`config.mk`:
```
export PLATFORM = sky130hd
export DESIGN_NAME = act_lut_loader_flat
export DESIGN_NICKNAME = d
export VERILOG_FILES = /design/src/rtl/act_lut_loader_pkg.sv /design/src/rtl/act_lut_loader_if.sv /design/src/rtl/act_lut_loader.sv /design/src/flat_wrapper.sv
export SDC_FILE = /design/constraint.sdc
export NUM_CORES = 1
export LEC_CHECK = 0
export CAP_MARGIN = 15
export CORE_ASPECT_RATIO = 2
export CORE_UTILIZATION = 49
export DETAILED_ROUTE_END_ITERATION = 6
export PLACE_DENSITY = 0.85
export SYNTH_ARGS = -nofsm -noshare
export SYNTH_HDL_FRONTEND = slang
export SYNTH_SLANG_ARGS = --single-unit
```
`constraint.sdc`:
```
create_clock -name i_clk -period 7 [get_ports i_clk]
set_clock_uncertainty 0.1 [all_clocks]
set_input_delay 1.05 -clock i_clk [delete_from_list [all_inputs] [get_ports i_clk]]
set_output_delay 1.05 -clock i_clk [all_outputs]
set_load 0.02 [all_outputs]
```
`src/rtl/act_lut_loader_pkg.sv`:
```
// act_lut_loader_pkg: shared sizes, FSM encoding and range check for the LUT loader
package act_lut_loader_pkg;
  localparam int LUT_WIDTH  = 24;
  localparam int LUT_DEPTH  = 16;
  localparam int ADDR_WIDTH = 5;
  localparam int IN_WIDTH   = 32;
  typedef enum logic [1:0] {IDLE = 2'd0, LOAD = 2'd1, FIN = 2'd2} state_t;
  // Widened by two bits so base + num never overflows before the compare.
  function automatic logic range_ok(input logic [ADDR_WIDTH-1:0] base, input logic [ADDR_WIDTH:0] num);
    return (num != '0) && (({2'b0, base} + {1'b0, num}) <= (ADDR_WIDTH+2)'(LUT_DEPTH));
  endfunction
endpackage

```
`src/rtl/act_lut_loader_if.sv`:
```
// act_lut_loader_if: command, entry stream, LUT write port and status bundle
//   slave  - the loader: takes i_* (command + stream), drives o_* (ready, BRAM write, status)
//   master - the feeder/observer side, the mirror image
interface act_lut_loader_if;
  import act_lut_loader_pkg::*;
  logic                  i_start;
  logic [ADDR_WIDTH-1:0] i_base_addr;
  logic [ADDR_WIDTH:0]   i_num_entries;
  logic [IN_WIDTH-1:0]   i_s_tdata;
  logic                  i_s_tvalid;
  logic                  i_s_tlast;
  logic                  o_s_tready;
  logic [23:0]           o_lut_bramctl_wdata;
  logic [ADDR_WIDTH-1:0] o_lut_bramctl_addr;
  logic                  o_lut_bramctl_we;
  logic                  o_lut_bramctl_en;
  logic                  o_busy;
  logic                  o_done;
  logic                  o_err;
  logic                  o_lut_ready;
  modport slave (
    input  i_start, i_base_addr, i_num_entries, i_s_tdata, i_s_tvalid, i_s_tlast,
    output o_s_tready, o_lut_bramctl_wdata, o_lut_bramctl_addr, o_lut_bramctl_we,
           o_lut_bramctl_en, o_busy, o_done, o_err, o_lut_ready
  );
  modport master (
    output i_start, i_base_addr, i_num_entries, i_s_tdata, i_s_tvalid, i_s_tlast,
    input  o_s_tready, o_lut_bramctl_wdata, o_lut_bramctl_addr, o_lut_bramctl_we,
           o_lut_bramctl_en, o_busy, o_done, o_err, o_lut_ready
  );
endinterface

```
`src/rtl/act_lut_loader.sv`:
```
// act_lut_loader: streams LUT entries into the activation-LUT BRAM write port after a start command
//   i_clk, i_rst - clock and synchronous active-high reset
//   bus (slave)  - start/base/num command, entry stream in, tready out,
//                  registered BRAM write (wdata/addr/we/en), busy/done/err/lut_ready status
module act_lut_loader
  import act_lut_loader_pkg::*;
(
  input logic            i_clk,
  input logic            i_rst,
  act_lut_loader_if.slave bus
);
  state_t                state_q, state_d;
  logic [ADDR_WIDTH-1:0] addr_cnt_q, addr_cnt_d;
  logic [ADDR_WIDTH:0]   beat_cnt_q, beat_cnt_d;
  logic [ADDR_WIDTH:0]   num_q, num_d;
  logic                  mismatch_q, mismatch_d;
  logic                  tready_q, tready_d;
  logic                  we_q, we_d;
  logic [ADDR_WIDTH-1:0] addr_q, addr_d;
  logic [23:0]           wdata_q, wdata_d;
  logic                  busy_q, busy_d;
  logic                  done_q, done_d;
  logic                  err_q, err_d;
  logic                  lut_ready_q, lut_ready_d;
  logic                  cmd_ok, start_ok, acc, last_beat, end_load;
  always_comb begin
    cmd_ok    = range_ok(bus.i_base_addr, bus.i_num_entries);
    start_ok  = (state_q == IDLE) && bus.i_start && cmd_ok;
    acc       = (state_q == LOAD) && bus.i_s_tvalid && tready_q;
    last_beat = beat_cnt_q == (num_q - (ADDR_WIDTH+1)'(1));
    // An early tlast closes the load just like the final beat does.
    end_load  = acc && (last_beat || bus.i_s_tlast);
  end
  always_comb begin
    state_d = state_q == IDLE ? (start_ok ? LOAD : IDLE) :
              state_q == LOAD ? (end_load ? FIN : LOAD) : IDLE;
  end
  always_comb begin
    addr_cnt_d  = start_ok ? bus.i_base_addr : acc ? addr_cnt_q + ADDR_WIDTH'(1) : addr_cnt_q;
    beat_cnt_d  = start_ok ? '0 : acc ? beat_cnt_q + (ADDR_WIDTH+1)'(1) : beat_cnt_q;
    num_d       = start_ok ? bus.i_num_entries : num_q;
    mismatch_d  = end_load ? !(last_beat && bus.i_s_tlast) : mismatch_q;
    tready_d    = state_d == LOAD;
    we_d        = acc;
    addr_d      = acc ? addr_cnt_q : addr_q;
    wdata_d     = acc ? 24'(bus.i_s_tdata[LUT_WIDTH-1:0]) : wdata_q;
    busy_d      = state_d != IDLE;
    done_d      = state_q == FIN;
    err_d       = (state_q == FIN && mismatch_q) || (state_q == IDLE && bus.i_start && !cmd_ok);
    lut_ready_d = state_q == FIN ? !mismatch_q : start_ok ? 1'b0 : lut_ready_q;
  end
  always_ff @(posedge i_clk) begin
    if (i_rst) begin
      state_q     <= IDLE;
      addr_cnt_q  <= '0;
      beat_cnt_q  <= '0;
      num_q       <= '0;
      mismatch_q  <= 1'b0;
      tready_q    <= 1'b0;
      we_q        <= 1'b0;
      addr_q      <= '0;
      wdata_q     <= '0;
      busy_q      <= 1'b0;
      done_q      <= 1'b0;
      err_q       <= 1'b0;
      lut_ready_q <= 1'b0;
    end else begin
      state_q     <= state_d;
      addr_cnt_q  <= addr_cnt_d;
      beat_cnt_q  <= beat_cnt_d;
      num_q       <= num_d;
      mismatch_q  <= mismatch_d;
      tready_q    <= tready_d;
      we_q        <= we_d;
      addr_q      <= addr_d;
      wdata_q     <= wdata_d;
      busy_q      <= busy_d;
      done_q      <= done_d;
      err_q       <= err_d;
      lut_ready_q <= lut_ready_d;
    end
  end
  assign bus.o_s_tready          = tready_q;
  assign bus.o_lut_bramctl_we    = we_q;
  assign bus.o_lut_bramctl_en    = we_q;
  assign bus.o_lut_bramctl_addr  = addr_q;
  assign bus.o_lut_bramctl_wdata = wdata_q;
  assign bus.o_busy              = busy_q;
  assign bus.o_done              = done_q;
  assign bus.o_err               = err_q;
  assign bus.o_lut_ready         = lut_ready_q;
endmodule
```
`src/flat_wrapper.sv`:
```
// flat-port wrapper written by rule: the top's interface ports become plain ports
module act_lut_loader_flat import act_lut_loader_pkg::*;
  (i_clk, i_rst, bus_i_start, bus_i_base_addr, bus_i_num_entries, bus_i_s_tdata, bus_i_s_tvalid, bus_i_s_tlast, bus_o_s_tready, bus_o_lut_bramctl_wdata, bus_o_lut_bramctl_addr, bus_o_lut_bramctl_we, bus_o_lut_bramctl_en, bus_o_busy, bus_o_done, bus_o_err, bus_o_lut_ready);
  act_lut_loader_if bus_i ();
  input logic i_clk;
  input logic i_rst;
  input wire logic [$bits(bus_i.i_start)-1:0] bus_i_start;
  input wire logic [$bits(bus_i.i_base_addr)-1:0] bus_i_base_addr;
  input wire logic [$bits(bus_i.i_num_entries)-1:0] bus_i_num_entries;
  input wire logic [$bits(bus_i.i_s_tdata)-1:0] bus_i_s_tdata;
  input wire logic [$bits(bus_i.i_s_tvalid)-1:0] bus_i_s_tvalid;
  input wire logic [$bits(bus_i.i_s_tlast)-1:0] bus_i_s_tlast;
  output wire logic [$bits(bus_i.o_s_tready)-1:0] bus_o_s_tready;
  output wire logic [$bits(bus_i.o_lut_bramctl_wdata)-1:0] bus_o_lut_bramctl_wdata;
  output wire logic [$bits(bus_i.o_lut_bramctl_addr)-1:0] bus_o_lut_bramctl_addr;
  output wire logic [$bits(bus_i.o_lut_bramctl_we)-1:0] bus_o_lut_bramctl_we;
  output wire logic [$bits(bus_i.o_lut_bramctl_en)-1:0] bus_o_lut_bramctl_en;
  output wire logic [$bits(bus_i.o_busy)-1:0] bus_o_busy;
  output wire logic [$bits(bus_i.o_done)-1:0] bus_o_done;
  output wire logic [$bits(bus_i.o_err)-1:0] bus_o_err;
  output wire logic [$bits(bus_i.o_lut_ready)-1:0] bus_o_lut_ready;
  assign bus_i.i_start = bus_i_start;
  assign bus_i.i_base_addr = bus_i_base_addr;
  assign bus_i.i_num_entries = bus_i_num_entries;
  assign bus_i.i_s_tdata = bus_i_s_tdata;
  assign bus_i.i_s_tvalid = bus_i_s_tvalid;
  assign bus_i.i_s_tlast = bus_i_s_tlast;
  assign bus_o_s_tready = bus_i.o_s_tready;
  assign bus_o_lut_bramctl_wdata = bus_i.o_lut_bramctl_wdata;
  assign bus_o_lut_bramctl_addr = bus_i.o_lut_bramctl_addr;
  assign bus_o_lut_bramctl_we = bus_i.o_lut_bramctl_we;
  assign bus_o_lut_bramctl_en = bus_i.o_lut_bramctl_en;
  assign bus_o_busy = bus_i.o_busy;
  assign bus_o_done = bus_i.o_done;
  assign bus_o_err = bus_i.o_err;
  assign bus_o_lut_ready = bus_i.o_lut_ready;
  act_lut_loader u_core (.i_clk(i_clk), .i_rst(i_rst), .bus(bus_i));
endmodule
```
==> results of run 1 <==
-- path summary, 6_finish.rpt --
kind,to,slack (ns)
hold reg to reg,u_core.bus.o_lut_bramctl_wdata[6]$_SDFFE_PP0P_,0.36
setup / recovery,u_core.bus.o_lut_ready$_SDFFE_PP0P_,2.84
hold / removal,u_core.bus.o_lut_bramctl_wdata[6]$_SDFFE_PP0P_,0.36
setup reg to reg,u_core.beat_cnt_q[5]$_SDFFE_PP0P_,4.23
-- sequential cells by signal, summed over array words and instances, names as in the netlist, 2 cells and up --
| name | flops |
|---|---|
| u_core.addr_cnt_q | 5 |
| u_core.beat_cnt_q | 6 |
| u_core.bus.o_lut_bramctl_addr | 5 |
| u_core.num_q | 6 |
| u_core.state_q | 2 |
| u_core.bus.o_lut_bramctl_wdata | 24 |
-- area by class of cell --
class                      count  area, um2
sequential                    55       1100
clock buffer                   6       82.6
timing repair buffer          77        768
clock inverter                 2       35.0
multi-input combinational    210       1290
tap                           57       71.3
fill                         389       1510
inverter                       3       11.3
-- metal layers --
metal  track usage [%]  routed length, um
met1              22.9               2020
met2              43.7               3340
met3              3.83                188
met4              11.3                182
met5                 0                  0
-- critical path: stages --
cell and delay, ns:
sky130_fd_sc_hd__clkdlybuf4s50_1 0.52, sky130_fd_sc_hd__ha_1 0.23, sky130_fd_sc_hd__fa_1 0.44, sky130_fd_sc_hd__or3_1 0.38
sky130_fd_sc_hd__a2111oi_1 0.46, sky130_fd_sc_hd__nor4_2 0.15, sky130_fd_sc_hd__or4_4 0.66, sky130_fd_sc_hd__nor2_4 0.23
sky130_fd_sc_hd__o32ai_1 0.10
-- per-stage QoR --
step	power (W)	setup WS [ns]	hold slack (ns)
finish	0.000633	2.84	0.358
global route	0.000658	2.71	0.375
CTS	0.000635	2.82	0.360
detailed placement	0.000426	2.51	0.346
global placement	0.000423	2.50	0.342
floorplan	0.000389	3.33	0.334
-- kinds of logic after synthesis --
group / after synthesis / synth area share (%)
and+or+nand+nor: 118 / 24.0
AOI/OAI and AO/OA: 62 / 15.5
DFF: 55 / 44.4
xor gates and xnor gates: 20 / 7.06
buffers and inverters: 20 / 3.78
adders and majority gates: 9 / 4.84
muxes: 1 / 0.403
-- where the power goes --
group | total (W) | switching (W) | internal [W]
logic | 0.0000935 | 0.0000469 | 0.0000466
clock network | 0.000214 | 0.0000985 | 0.000116
registers | 0.000325 | 0.00000572 | 0.000319
total | 0.000633 | 0.000151 | 0.000482
-- cell usage in the layout (no fill, tap or decap), drive strengths merged, types with 2 or more instances in the layout --
| master | instances |
|---|---|
| clkdlybuf4s50 | 74 |
| nand2 | 66 |
| dfxtp | 55 |
| a21oi | 37 |
| nor3 | 13 |
| xnor2 | 11 |
| xor2 | 9 |
| ha | 8 |
| nor2 | 8 |
| nand3 | 7 |
| o21ai | 7 |
| a211oi | 6 |
| clkbuf | 6 |
| nand4 | 4 |
| nor4 | 4 |
| inv | 3 |
| or3 | 3 |
| and3 | 3 |
| buf | 3 |
| nand2b | 2 |
| a21o | 2 |
| nor2b | 2 |
| o2bb2ai | 2 |
| nor3b | 2 |
==> metrics.txt, run 1 <==
# TYPE chip_impl_metric gauge
chip_impl_info{name="yosys.area.top_type",value="sky130_fd_sc_hd__dfxtp_1"} 1
chip_impl_metric{name="post_synthesis_cells",unit=""} 285
chip_impl_metric{name="cts.repair_timing.setup_buffer_count",unit=""} 0
chip_impl_info{name="critical_path.reg2reg.startpoint",value="u_core.state_q[0]$_SDFF_PP0_"} 1
chip_impl_metric{name="cell_count_of_the_worst_reg_to_reg_path",unit=""} 6
chip_impl_info{name="critPathLaunchType",value="primary input"} 1
chip_impl_metric{name="utilization",unit="%"} 69.0
chip_impl_info{name="crit_type",value="in2reg"} 1
chip_impl_metric{name="post-route-drc-count",unit=""} 0
chip_impl_info{name="hold_path.class",value="reg2reg"} 1
chip_impl_metric{name="design.die.area",unit="um2"} 5370
chip_impl_metric{name="max-vdd-ir-drop",unit="mV"} 0.160
chip_impl_info{name="min_from",value="u_core.bus.o_lut_bramctl_wdata[6]$_SDFFE_PP0P_"} 1
chip_impl_metric{name="post_synth_instance_area",unit="um2"} 2480
chip_impl_metric{name="antenna_found_initial",unit=""} 0
chip_impl_info{name="cts_tree",value="done"} 1
chip_impl_metric{name="clock_sink_count",unit=""} 55
chip_impl_metric{name="globalRoute.totalOverflow",unit=""} 0
chip_impl_metric{name="firstDrtPassIters",unit=""} 5
chip_impl_metric{name="clkTransAtPathRegs",unit="ns"} 0.09
chip_impl_metric{name="layout.nets",unit=""} 409
chip_impl_metric{name="final.setup.tns",unit="ns"} 0
chip_impl_metric{name="numPlacedInstances",unit=""} 401
chip_impl_metric{name="grt_start_max_net_pins",unit=""} 58
chip_impl_metric{name="area_overhead_vs_synth",unit="%"} 35.2
chip_impl_metric{name="timing_max_transition_violations_final",unit=""} 0
chip_impl_metric{name="final.min_clock_period",unit="ns"} 4.16
chip_impl_metric{name="post-synth-top-area-fraction",unit="%"} 44.4
chip_impl_metric{name="wire_length_of_the_first_global_routing_pass",unit="um"} 9360
chip_impl_metric{name="first_global_vias",unit=""} 2154
chip_impl_metric{name="insertedDiodeCount",unit=""} 0
chip_impl_metric{name="power.static_leakage",unit="nW"} 1.14
chip_impl_metric{name="power_per_unit_of_standard_cell_area",unit="nW/um2"} 189
chip_impl_metric{name="htree_levels",unit=""} 2
chip_impl_metric{name="postLayoutCellArea",unit="um2"} 3360
chip_impl_metric{name="floorplan.io_pins",unit=""} 84
chip_impl_info{name="most_used_standard_cells_in_the_synthesized_netlist",value="sky130_fd_sc_hd__nand2_1 (65), sky130_fd_sc_hd__dfxtp_1 (55), sky130_fd_sc_hd__a21oi_1 (37)"} 1
chip_impl_metric{name="worst_skew_pair.late_latency",unit="ns"} 0.30
chip_impl_metric{name="post_cts_resize_count",unit=""} 0
chip_impl_metric{name="placement_rows",unit=""} 36
chip_impl_metric{name="die_h",unit="um"} 103
chip_impl_metric{name="synth_sequential_area_ratio",unit="%"} 44.4
chip_impl_info{name="synth_most_common_cell",value="sky130_fd_sc_hd__nand2_1"} 1
chip_impl_metric{name="post-route-period-util",unit="%"} 59.4
chip_impl_info{name="yosys_most_used_dff",value="sky130_fd_sc_hd__dfxtp_1"} 1
chip_impl_metric{name="io_buffer_count",unit=""} 75
chip_impl_metric{name="wire_per_inst",unit="um"} 14.0
chip_impl_metric{name="die_width",unit="um"} 52.3
chip_impl_metric{name="place_congestion",unit=""} 0.759
chip_impl_metric{name="synth_nets",unit=""} 342
chip_impl_metric{name="whs_path_depth",unit=""} 2
chip_impl_metric{name="maxCapViolations",unit=""} 0
chip_impl_metric{name="drive_above_1_share",unit="%"} 8.22
chip_impl_metric{name="detailedRoute.firstIterationViolations",unit=""} 55
chip_impl_metric{name="maxSlewHeadroom",unit="%"} 35.8
chip_impl_info{name="top_cells_by_area_synth",value="sky130_fd_sc_hd__dfxtp_1 (44%), sky130_fd_sc_hd__nand2_1 (9.8%), sky130_fd_sc_hd__a21oi_1 (7.5%)"} 1
chip_impl_info{name="clk_root_buffer_cell",value="sky130_fd_sc_hd__clkbuf_8"} 1
chip_impl_metric{name="synth_cell_type_count",unit=""} 45
chip_impl_metric{name="start_util",unit="%"} 51.0
chip_impl_info{name="crit_path_end_kind",value="flop"} 1
chip_impl_info{name="unrepaired_setup_endpoints_after_global_routing",value="false"} 1
chip_impl_metric{name="mean_syn_cell_area",unit="um2"} 8.71
chip_impl_metric{name="clockBufferDepth",unit=""} 2
chip_impl_metric{name="instances_no_fill",unit=""} 410
chip_impl_metric{name="drt-total-wl",unit="um"} 5740
chip_impl_info{name="run_status",value="finished clean"} 1
chip_impl_metric{name="worst_pin_slew",unit="ns"} 0.963
chip_impl_metric{name="synth-seq-cells",unit=""} 55
chip_impl_metric{name="place_hpwl",unit="um"} 4390
chip_impl_info{name="startpoint",value="bus_i_num_entries[0]"} 1
chip_impl_metric{name="hold_viol",unit=""} 0
chip_impl_metric{name="core_region_area",unit="um2"} 4860
chip_impl_metric{name="grt_usage",unit="%"} 23.1
chip_impl_metric{name="critPathArrivalTime",unit="ns"} 4.22
chip_impl_metric{name="ys.warnings.count",unit=""} 0
chip_impl_metric{name="final_antenna_net_count",unit=""} 0
chip_impl_metric{name="post_synth_edffs",unit=""} 0
chip_impl_metric{name="fmax",unit="MHz"} 240
chip_impl_metric{name="place_area",unit="um2"} 3220
chip_impl_metric{name="setup_violations",unit=""} 0
chip_impl_metric{name="cts_made_buffers",unit=""} 5
chip_impl_metric{name="routed_via_density",unit=""} 5.41
chip_impl_metric{name="cts_hold_buffers",unit=""} 0
chip_impl_metric{name="synth_async_sr_flop_share",unit="%"} 0
chip_impl_metric{name="crit_path_max_fanout",unit=""} 11
chip_impl_metric{name="cp_data_required_time",unit="ns"} 7.06
chip_impl_metric{name="via_count",unit=""} 2218
Note: power is estimated with default switching activity, not from simulation.
==> run 2, diff against run 1 <==
--- a/config.mk
+++ b/config.mk
@@ -7,9 +7,9 @@
 export LEC_CHECK = 0
 export CAP_MARGIN = 15
 export CORE_ASPECT_RATIO = 2
-export CORE_UTILIZATION = 49
+export CORE_UTILIZATION = 41
 export DETAILED_ROUTE_END_ITERATION = 6
-export PLACE_DENSITY = 0.85
+export PLACE_DENSITY = 0.76
 export SYNTH_ARGS = -nofsm -noshare
 export SYNTH_HDL_FRONTEND = slang
 export SYNTH_SLANG_ARGS = --single-unit
==> constraint.sdc (replaced) <==
create_clock -name i_clk -period 3.6 [get_ports i_clk]
set_clock_uncertainty 0.1 [all_clocks]
set_input_delay 0.54 -clock i_clk [delete_from_list [all_inputs] [get_ports i_clk]]
set_output_delay 0.54 -clock i_clk [all_outputs]
set_load 0.02 [all_outputs]
==> run 2 against run 1 <==
Net effect: the flow now finishes with violations (design-rule violations); sequential share of layout area decreased by 1.4 points; setup slack got worse by 2.7 ns; highest routed layer unchanged; clock power increased by 130%; largest cell class unchanged.
==> metrics.txt, run 2 (synthesis gave the netlist of run 1 again) <==
# TYPE chip_impl_metric gauge
chip_impl_metric{name="clockBufferDepth",unit=""} 2
chip_impl_metric{name="die_h",unit="um"} 112
chip_impl_metric{name="instances_no_fill",unit=""} 426
chip_impl_metric{name="worst_skew_pair.late_latency",unit="ns"} 0.29
chip_impl_info{name="layout.cells.most_common",value="sky130_fd_sc_hd__clkdlybuf4s50_1"} 1
chip_impl_metric{name="area.sequential",unit="um2"} 1100
chip_impl_metric{name="worst_pin_slew",unit="ns"} 0.823
chip_impl_metric{name="grt_start_max_net_pins",unit=""} 44
chip_impl_metric{name="holdWs",unit="ns"} 0.352
chip_impl_metric{name="cts_hold_buffers",unit=""} 0
chip_impl_metric{name="max-vdd-ir-drop",unit="mV"} 0.266
chip_impl_info{name="critPathLaunchType",value="primary input"} 1
chip_impl_metric{name="place_hpwl",unit="um"} 4270
chip_impl_metric{name="start_util",unit="%"} 43.1
chip_impl_metric{name="htree_levels",unit=""} 2
chip_impl_metric{name="sw_frac_of_total",unit="%"} 24.0
chip_impl_metric{name="globalRoute.totalOverflow",unit=""} 0
chip_impl_metric{name="post_cts_resize_count",unit=""} 0
chip_impl_metric{name="insertedDiodeCount",unit=""} 0
chip_impl_metric{name="cts.repair_timing.setup_buffer_count",unit=""} 0
chip_impl_metric{name="switching_power",unit="W"} 0.000318
chip_impl_metric{name="fmax",unit="MHz"} 292
chip_impl_info{name="cts_tree",value="done"} 1
chip_impl_metric{name="place_congestion",unit=""} 0.747
chip_impl_metric{name="maxSlewHeadroom",unit="%"} 45.0
chip_impl_metric{name="critPathArrivalTime",unit="ns"} 3.46
chip_impl_metric{name="wire_per_inst",unit="um"} 13.0
chip_impl_metric{name="drt-total-wl",unit="um"} 5540
chip_impl_metric{name="number_of_fill_cells_in_the_layout",unit=""} 495
chip_impl_metric{name="area_overhead_vs_synth",unit="%"} 41.2
chip_impl_metric{name="core_region_area",unit="um2"} 5760
chip_impl_metric{name="design.die.area",unit="um2"} 6390
chip_impl_metric{name="detailedRoute.firstIterationViolations",unit=""} 108
chip_impl_info{name="unrepaired_setup_endpoints_after_global_routing",value="false"} 1
chip_impl_metric{name="intPower",unit="W"} 0.00100
chip_impl_metric{name="combPwrFrac",unit="%"} 15.3
chip_impl_info{name="run_status",value="complete, but fails checks"} 1
chip_impl_metric{name="power_per_unit_of_standard_cell_area",unit="nW/um2"} 377
chip_impl_metric{name="io_buffer_count",unit=""} 75
chip_impl_metric{name="utilization",unit="%"} 60.8
chip_impl_metric{name="firstDrtPassIters",unit=""} 6
chip_impl_metric{name="placement_rows",unit=""} 39
chip_impl_metric{name="final.setup.tns",unit="ns"} 0
chip_impl_metric{name="drive_above_1_share",unit="%"} 11.8
chip_impl_metric{name="power.sequential.fraction",unit="%"} 47.7
chip_impl_metric{name="post-route-drc-count",unit=""} 14
chip_impl_metric{name="maxCapViolations",unit=""} 0
chip_impl_metric{name="grt_usage",unit="%"} 18.3
chip_impl_info{name="mostFrequentLayoutCells",value="sky130_fd_sc_hd__clkdlybuf4s50_1 (74), sky130_fd_sc_hd__nand2_1 (65), sky130_fd_sc_hd__dfxtp_1 (55)"} 1
chip_impl_metric{name="post-route-period-util",unit="%"} 95.3
chip_impl_info{name="crit_type",value="in2reg"} 1
chip_impl_metric{name="die_width",unit="um"} 57.0
chip_impl_metric{name="share_clk_of_total_power",unit="%"} 36.9
chip_impl_metric{name="layout.nets",unit=""} 421
chip_impl_metric{name="multi_input_logic_area",unit="um2"} 1310
chip_impl_metric{name="hold_viol",unit=""} 0
chip_impl_info{name="clk_root_buffer_cell",value="sky130_fd_sc_hd__clkbuf_16"} 1
chip_impl_metric{name="final.min_clock_period",unit="ns"} 3.43
chip_impl_metric{name="floorplan.io_pins",unit=""} 84
chip_impl_metric{name="first_global_vias",unit=""} 2145
chip_impl_metric{name="routed_via_density",unit=""} 5.17
chip_impl_metric{name="clock_sink_count",unit=""} 55
chip_impl_metric{name="clkTransAtPathRegs",unit="ns"} 0.07
chip_impl_metric{name="numPlacedInstances",unit=""} 418
chip_impl_metric{name="place_area",unit="um2"} 3330
chip_impl_metric{name="cp_data_required_time",unit="ns"} 3.63
chip_impl_metric{name="timing.reg2reg.setup_slack",unit="ns"} 1.33
chip_impl_info{name="hold_path.class",value="reg2reg"} 1
chip_impl_metric{name="postLayoutCellArea",unit="um2"} 3500
chip_impl_metric{name="antenna_found_initial",unit=""} 0
chip_impl_metric{name="power.static_leakage",unit="nW"} 1.21
chip_impl_metric{name="timing_max_transition_violations_final",unit=""} 0
chip_impl_info{name="crit_path_end_kind",value="flop"} 1
chip_impl_metric{name="wire_length_of_the_first_global_routing_pass",unit="um"} 9490
chip_impl_metric{name="final_antenna_net_count",unit=""} 0
chip_impl_metric{name="crit_path_max_fanout",unit=""} 5
chip_impl_metric{name="cts_made_buffers",unit=""} 5
chip_impl_metric{name="largest_reg_flops",unit=""} 24
chip_impl_metric{name="setup_violations",unit=""} 0
chip_impl_metric{name="via_count",unit=""} 2202
chip_impl_info{name="failed_checks",value="design-rule violations"} 1
## run 2: power groups by stage
stage | sequential, W | clock [W] | combinational [W]
6_report | 0.000631 | 0.000488 | 0.000203
5_1_grt | 0.000633 | 0.000520 | 0.000221
4_1_cts | 0.000631 | 0.000499 | 0.000199
3_5_place_dp | 0.000645 | 0 | 0.000198
3_3_place_gp | 0.000645 | 0 | 0.000194
2_1_floorplan | 0.000649 | 0 | 0.000107
## run 2: final timing paths
| kind | startpoint | cells past startpoint | endpoint |
|---|---|---|---|
| min reg2reg | u_core.bus.o_lut_bramctl_wdata[14]$_SDFFE_PP0P_ | 2 | u_core.bus.o_lut_bramctl_wdata[14]$_SDFFE_PP0P_ |
| max reg2reg | u_core.num_q[0]$_SDFFE_PP0P_ | 8 | u_core.state_q[0]$_SDFF_PP0_ |
| min | u_core.bus.o_lut_bramctl_wdata[14]$_SDFFE_PP0P_ | 2 | u_core.bus.o_lut_bramctl_wdata[14]$_SDFFE_PP0P_ |
| max | bus_i_num_entries[0] | 10 | u_core.num_q[3]$_SDFFE_PP0P_ |
## run 2: critical path: stages
cell,delay (ns)
sky130_fd_sc_hd__clkdlybuf4s50_1,0.45
sky130_fd_sc_hd__ha_1,0.24
sky130_fd_sc_hd__fa_1,0.45
sky130_fd_sc_hd__or3_1,0.43
sky130_fd_sc_hd__a2111oi_4,0.32
sky130_fd_sc_hd__nor4_2,0.11
sky130_fd_sc_hd__or4_4,0.57
sky130_fd_sc_hd__buf_4,0.19
sky130_fd_sc_hd__o21ai_2,0.10
sky130_fd_sc_hd__a21oi_1,0.08
## run 2: layout make-up
cell class | instances | area share, %
Clock buffer | 6 | 3.96
Clock inverter | 2 | 0.464
Inverter | 3 | 0.321
Multi-Input combinational cell | 210 | 37.4
Sequential cell | 55 | 31.4
Tap cell | 61 | 2.18
Timing Repair Buffer | 89 | 24.3
## run 2: routing by layer
metal  track usage (%)  routed length [um]  part of all wire (%)  vias up
li1                  -                   -                     -     1140
met3              1.96                 164                   3.0        8
met2              35.1                3120                    56       53
met4              6.67                 116                   2.1        0
met1              19.7                2140                    39     1001
met5                 0                   0                     0        -
## run 2: stage by stage
step	power [W]	setup slack, ns
2_1_floorplan	0.000756	0.444
3_3_place_gp	0.000839	-0.235
3_5_place_dp	0.000843	-0.295
4_1_cts	0.00133	0.00837
5_1_grt	0.00137	0.0153
6_report	0.00132	0.170
